`src/rtl/jt12_acc_seq_pkg.sv`:
```
// jt12_acc_seq_pkg: shared constants and types for the accumulator slot sequencer
package jt12_acc_seq_pkg;
  localparam int NUM_CH = 6;
  localparam int NUM_SLOT = 24;
  localparam logic [1:0] GRP_S1 = 2'd0;
  localparam logic [1:0] GRP_S3 = 2'd1;
  localparam logic [1:0] GRP_S2 = 2'd2;
  localparam logic [1:0] GRP_S4 = 2'd3;
  typedef struct packed {
    logic [2:0] alg;
    logic [1:0] rl;
  } ch_cfg_t;
  localparam logic [2:0] ALG_RST = 3'd0;
  localparam logic [1:0] RL_RST_DEF = 2'b11;
  localparam logic PCM_RST = 1'b0;
endpackage

```
`src/rtl/jt12_slot_cnt.sv`:
```
// jt12_slot_cnt: {grp, ch} slot counter with registered strobe, ch6op and frame_start decode
module jt12_slot_cnt
  import jt12_acc_seq_pkg::*;
(
  input  logic       clk,
  input  logic       rst,
  input  logic       clk_en,
  output logic [2:0] ch_o,
  output logic [2:0] ch_nxt_o,
  output logic [1:0] grp_nxt_o,
  output logic [3:0] strb_o,
  output logic       ch6op_o,
  output logic       frame_start_o
);
  logic [2:0] ch_q, ch_d;
  logic [1:0] grp_q, grp_d;
  logic [3:0] strb_q;
  logic       ch6op_q, frame_q;
  always_comb begin
    ch_d = !clk_en ? ch_q : ch_q == 3'(NUM_CH - 1) ? 3'd0 : ch_q + 3'd1;
    grp_d = clk_en && ch_q == 3'(NUM_CH - 1) ? grp_q + 2'd1 : grp_q;
  end
  // decode from next-state so each flag lands in the slot it describes
  always_ff @(posedge clk) begin
    if (rst) begin
      ch_q <= 3'd0;
      grp_q <= GRP_S1;
      strb_q <= 4'b0001;
      ch6op_q <= 1'b0;
      frame_q <= 1'b1;
    end else begin
      ch_q <= ch_d;
      grp_q <= grp_d;
      strb_q <= 4'b0001 << grp_d;
      ch6op_q <= ch_d == 3'(NUM_CH - 1);
      frame_q <= ch_d == 3'd0 && grp_d == GRP_S1;
    end
  end
  assign ch_o = ch_q;
  assign ch_nxt_o = ch_d;
  assign grp_nxt_o = grp_d;
  assign strb_o = strb_q;
  assign ch6op_o = ch6op_q;
  assign frame_start_o = frame_q;
endmodule

```
`src/rtl/jt12_acc_seq.sv`:
```
// jt12_acc_seq: operator slot sequencer with per-channel config table
// whose host writes are deferred to the channel's first S3 slot.
module jt12_acc_seq #(
  parameter int         NUM_CH = jt12_acc_seq_pkg::NUM_CH,
  parameter logic [1:0] RL_RST = jt12_acc_seq_pkg::RL_RST_DEF
) (
  input  logic       clk,
  input  logic       rst,
  input  logic       clk_en,
  input  logic       cfg_we,
  input  logic [2:0] cfg_ch,
  input  logic [2:0] cfg_alg,
  input  logic [1:0] cfg_rl,
  input  logic       cfg_pcm,
  output logic       cfg_busy,
  output logic       s1_enters,
  output logic       s3_enters,
  output logic       s2_enters,
  output logic       s4_enters,
  output logic [2:0] cur_ch,
  output logic       ch6op,
  output logic [2:0] alg,
  output logic [1:0] rl,
  output logic       pcm_en,
  output logic       frame_start
);
  import jt12_acc_seq_pkg::ch_cfg_t;
  import jt12_acc_seq_pkg::GRP_S1;
  import jt12_acc_seq_pkg::GRP_S3;
  import jt12_acc_seq_pkg::GRP_S2;
  import jt12_acc_seq_pkg::GRP_S4;
  import jt12_acc_seq_pkg::ALG_RST;
  import jt12_acc_seq_pkg::PCM_RST;
  localparam ch_cfg_t CFG_RST = '{alg: ALG_RST, rl: RL_RST};
  logic [2:0] ch_nxt, pend_ch_q, pend_ch_d;
  logic [1:0] grp_nxt;
  logic [3:0] strb;
  ch_cfg_t    tbl_q [NUM_CH];
  ch_cfg_t    tbl_d [NUM_CH];
  ch_cfg_t    pend_q, pend_d, out_d, out_q;
  logic       pend_pcm_q, pend_pcm_d, busy_q, busy_d, pcm_q, pcm_d, pcm_en_q, pcm_en_d;
  logic       cap, commit;
  jt12_slot_cnt u_cnt (
    .clk          (clk),
    .rst          (rst),
    .clk_en       (clk_en),
    .ch_o         (cur_ch),
    .ch_nxt_o     (ch_nxt),
    .grp_nxt_o    (grp_nxt),
    .strb_o       (strb),
    .ch6op_o      (ch6op),
    .frame_start_o(frame_start)
  );
  // capture needs busy clear and commit needs busy set, so they never coincide
  always_comb begin
    cap = cfg_we && !busy_q && cfg_ch < 3'(NUM_CH);
    commit = clk_en && busy_q && grp_nxt == GRP_S3 && ch_nxt == pend_ch_q;
    for (int i = 0; i < NUM_CH; i++) tbl_d[i] = commit && pend_ch_q == 3'(i) ? pend_q : tbl_q[i];
    pcm_d = commit && pend_ch_q == 3'(NUM_CH - 1) ? pend_pcm_q : pcm_q;
    busy_d = commit ? 1'b0 : cap ? 1'b1 : busy_q;
    pend_d = cap ? '{alg: cfg_alg, rl: cfg_rl} : pend_q;
    pend_ch_d = cap ? cfg_ch : pend_ch_q;
    pend_pcm_d = cap ? cfg_pcm : pend_pcm_q;
    out_d = tbl_d[ch_nxt];
    pcm_en_d = ch_nxt == 3'(NUM_CH - 1) && pcm_d;
  end
  always_ff @(posedge clk) begin
    if (rst) begin
      for (int i = 0; i < NUM_CH; i++) tbl_q[i] <= CFG_RST;
      pcm_q <= PCM_RST;
      busy_q <= 1'b0;
      pend_q <= CFG_RST;
      pend_ch_q <= 3'd0;
      pend_pcm_q <= PCM_RST;
      out_q <= CFG_RST;
      pcm_en_q <= PCM_RST;
    end else begin
      tbl_q <= tbl_d;
      pcm_q <= pcm_d;
      busy_q <= busy_d;
      pend_q <= pend_d;
      pend_ch_q <= pend_ch_d;
      pend_pcm_q <= pend_pcm_d;
      out_q <= out_d;
      pcm_en_q <= pcm_en_d;
    end
  end
  assign cfg_busy = busy_q;
  assign s1_enters = strb[GRP_S1];
  assign s3_enters = strb[GRP_S3];
  assign s2_enters = strb[GRP_S2];
  assign s4_enters = strb[GRP_S4];
  assign alg = out_q.alg;
  assign rl = out_q.rl;
  assign pcm_en = pcm_en_q;
endmodule

```
`config.mk`:
```
export PLATFORM = sky130hd
export DESIGN_NAME = jt12_acc_seq
export DESIGN_NICKNAME = d
export VERILOG_FILES = /design/src/rtl/jt12_acc_seq_pkg.sv /design/src/rtl/jt12_slot_cnt.sv /design/src/rtl/jt12_acc_seq.sv
export SDC_FILE = /design/constraint.sdc
export NUM_CORES = 1
export LEC_CHECK = 0
export ABC_AREA = 1
export BUFFER_PORTS_ARGS = -buffer_cell sky130_fd_sc_hd__buf_4
export CAP_MARGIN = 20
export CORE_MARGIN = 3
export CORE_UTILIZATION = 52
export DETAILED_ROUTE_END_ITERATION = 10
export PLACE_DENSITY = 0.73
export SLEW_MARGIN = 20
export SYNTH_ARGS = -nofsm -noshare
export SYNTH_HDL_FRONTEND = slang
export SYNTH_SLANG_ARGS = --single-unit
```
`constraint.sdc`:
```
create_clock -name clk -period 1.53 [get_ports clk]
set_input_delay 0.3825 -clock clk [delete_from_list [all_inputs] [get_ports clk]]
set_output_delay 0.3825 -clock clk [all_outputs]
set_load 0.02 [all_outputs]
```
==> reports/results.ini <==
[placed_design]
gp_congestion = 0.924
dp_hpwl_um = 5430
pre_cts_ws_ns = -0.509
io_buffers = 28

[floorplan]
ios = 29
die_x_um = 77.3
fp.dieH_um = 77.3
core_sq_mm = 0.00482
row_count = 25
start_util_pct = 54.9
die_area_sq_mm = 0.00597

[clock_network]
htree_num_levels = 3
clock-sinks = 58
root_buffer = clkbuf_8
path_clk_slew_ns = 0.07
clk_latency_ns = 0.36
cts-buffers-inserted = 9
cts_hold_buf = 0
cts_tree = yes
clockBufferDepth = 2

[worst_setup_path]
slowest_delay_ns = 0.41
critPathBufInv = 4
cp_top_family = simple AND/OR/NAND/NOR gates
start_kind = register
cp_data_arrival_time_ns = 2.31
cp_max_fo = 7
end_kind = register
cp.required_ns = 1.77
crit_type = reg -> reg
worstPathCellList = inv_1 > nand2_1 > nand2_1 > nand2_4 > nand3_4 > nor2_8 > buf_12 > nand3_4 > buf_4 > nand2_1 > nand2_1 > nand2_1 > nand2_1 > inv_1 > nand2_1
r2r_setup_slack_ns = -0.54
crit_slowest_cell = dfxtp_1
path_common_cell = nand2_1

[pwr]
power.density_mw_per_mm2 = 962
power_w = 0.00411
vdd_drop_max_mv = 0.862
leakage_nw = 2.07

[global_route]
grt_use_total_pct = 35.5
met2_usage_pct = 58.9
grt_max_degree = 16
antenna_found_initial = 0
grt_overflow = 0
grt_util_met1_pct = 37.7
grt_pass1_vias = 3347
grt_pass1_wl_um = 16400
use_met3_pct = 11.2
busiest_layer = met2

[timing]
report.final.slew_viol_count = 0
clock_skew_ns = 0.0126
rsz0062_at_grt = true
setup_viol = 39
max_slew.worst_pin.slew_ns = 0.498
setup_slack_ns = -0.543
hold_viol_final = 0
fmax_mhz = 482
max_slew_margin_pct = 66.7
fin_crit_ns = 2.07
fin_crit_sh_pct = 136

[detailed_routing]
drcViolationCount = 0
vias = 3438
routed_wl_um = 11700
viasPerCell = 6.06
dr.pass1.iters = 6
ant_nets = 0
routedWlPerCell_um = 20.6
drt_iter0_markers = 393

[logic_synthesis]
syn_inst = 372
synth.area.top_cells = dfxtp_1 (44%), nand2_1 (15%), nand3_1 (6.3%)
synth.ff_latch_count = 58
ys.flop_type = dfxtp_1
synth_area_leader_cell = dfxtp_1
avgSynthCellArea_sq_um = 7.10
ys_seq_area_share_pct = 43.9
post-synth-top-area-fraction_pct = 43.9
syn-cell-area_sq_mm = 0.00264
synth_cell_types = 26
synth_common_cells = nand2_1 (107), dfxtp_1 (58), nor2_1 (40)
synth-edff-count = 0
yosysWarnings = 0
synth-async-reset-ratio_pct = 0
syn-num-nets = 385
synth_most_common_cell = nand2_1

[layout]
layout-drive-gt1-share_pct = 45.0
multi_input_area_sq_mm = 0.00157
layout.nets = 508
regArea_sq_mm = 0.00117
num_antenna_cells = 0
area_growth_pct = 61.6
n_fill_cell = 211

[worst_hold_path]
hold_path.class = in -> reg

[outcome]
violations = setup timing
status = finished, violations left

[run]
cap_viol_max_count = 0

==> what timing repair did <==
| action | in CTS | in global routing |
|---|---|---|
| setup endpoints to repair | 38 | 41 |
| pin swaps | 37 | 11 |
| gates resized for setup | 61 | 33 |
| gates cloned | 2 | 0 |
| buffers inserted | 16 | 7 |
==> power breakdown <==
part           total [W]  switching [W]  internal, W
registers        0.00161      0.0000659      0.00155
clock network    0.00178       0.000704      0.00108
logic           0.000712       0.000406     0.000306
total            0.00411        0.00118      0.00293
==> cells by family (layout without fill, tap and decap cells) <==
group / Yosys count / count (layout) / synth area share, %
AOI/OAI and AO/OA: 38 / 38 / 7.53
and+or+nand+nor: 224 / 225 / 40.1
buffers and inverters: 52 / 179 / 8.43
DFF: 58 / 58 / 43.9
==> cells in the final DEF (no fill, tap or decap) <==
master | netlist | routed
bufbuf_16 | 0 | 1
inv_2 | 2 | 3
buf_6 | 1 | 14
o21ai_0 | 10 | 8
clkinv_8 | 0 | 1
buf_12 | 0 | 3
clkinvlp_4 | 0 | 1
nand2_8 | 0 | 1
nor2_2 | 0 | 5
clkbuf_8 | 0 | 9
nand3_2 | 5 | 7
buf_4 | 2 | 103
nor2_4 | 0 | 4
o21ai_1 | 1 | 1
nand3_1 | 33 | 25
nand3_4 | 1 | 7
nor3_2 | 1 | 1
o21ai_2 | 0 | 2
inv_1 | 38 | 35
clkinv_2 | 1 | 1
nand2_2 | 7 | 27
o41ai_2 | 0 | 1
bufinv_16 | 0 | 3
nor2_8 | 2 | 2
nor2_1 | 40 | 32
nand4_1 | 21 | 21
or2_2 | 2 | 2
nor3_1 | 3 | 3
nand2_4 | 2 | 12
o211ai_1 | 2 | 2
dfxtp_2 | 0 | 1
dfxtp_4 | 0 | 3
dfxtp_1 | 58 | 54
a21oi_2 | 0 | 6
a21oi_1 | 24 | 18
inv_4 | 0 | 4
nand2_1 | 107 | 76
inv_6 | 0 | 1
==> area by class of cell <==
type | count | share of cell area, %
clock buffers | 9 | 2.90
clock inverters | 7 | 2.70
inverters | 42 | 4.22
multi-input cells | 263 | 36.8
flip-flops and latches | 58 | 27.5
well taps | 67 | 1.96
repair buffers | 121 | 24.0
==> layer usage <==
metal  wire length, um  part of all wire (%)
met3              1260                    11
met1              4020                    35
met2              5410                    46
met5                 0                     0
met4               963                   8.3
==> final timing paths <==
check	startpoint	end	cells after the start
hold reg to reg	tbl_q[16]	tbl_q[16]	2
setup reg to reg	u_cnt.grp_q[0]	alg[1]	15
hold / removal	cfg_rl[0]	pend_q[0]	3
setup / recovery	u_cnt.grp_q[0]	alg[1]	15
==> per-stage QoR <==
| step | hold slack, ns | area [sq um] | setup TNS (ns) | utilization (%) | cells |
|---|---|---|---|---|---|
| floorplan | 0.424 | 2690 | -0.677 | - | 372 |
| global placement | 0.441 | 3440 | -9.92 | 71.4 | 527 |
| detailed placement | 0.444 | 3440 | -11.67 | 71.4 | 527 |
| CTS | 0.260 | 4110 | -4.93 | 85.2 | 560 |
| global route | 0.298 | 4270 | -15.02 | 88.6 | 567 |
| finish | 0.308 | 4270 | -11.85 | 88.6 | 567 |
==> registers in the layout, indices dropped and copies added, names as in the netlist, 2 cells and up <==
| signal | flops |
|---|---|
| pend_q | 5 |
| u_cnt.strb_o | 4 |
| tbl_q | 30 |
| u_cnt.ch_o | 3 |
| alg | 3 |
| pend_ch_q | 3 |
| rl | 2 |
| u_cnt.grp_q | 2 |
==> worst min-delay path, stage by stage <==
cell and delay [ns]:
buf_4 0.09, nand2_1 0.07, o211ai_1 0.08
No activity file was read; power rests on OpenSTA's default activity.
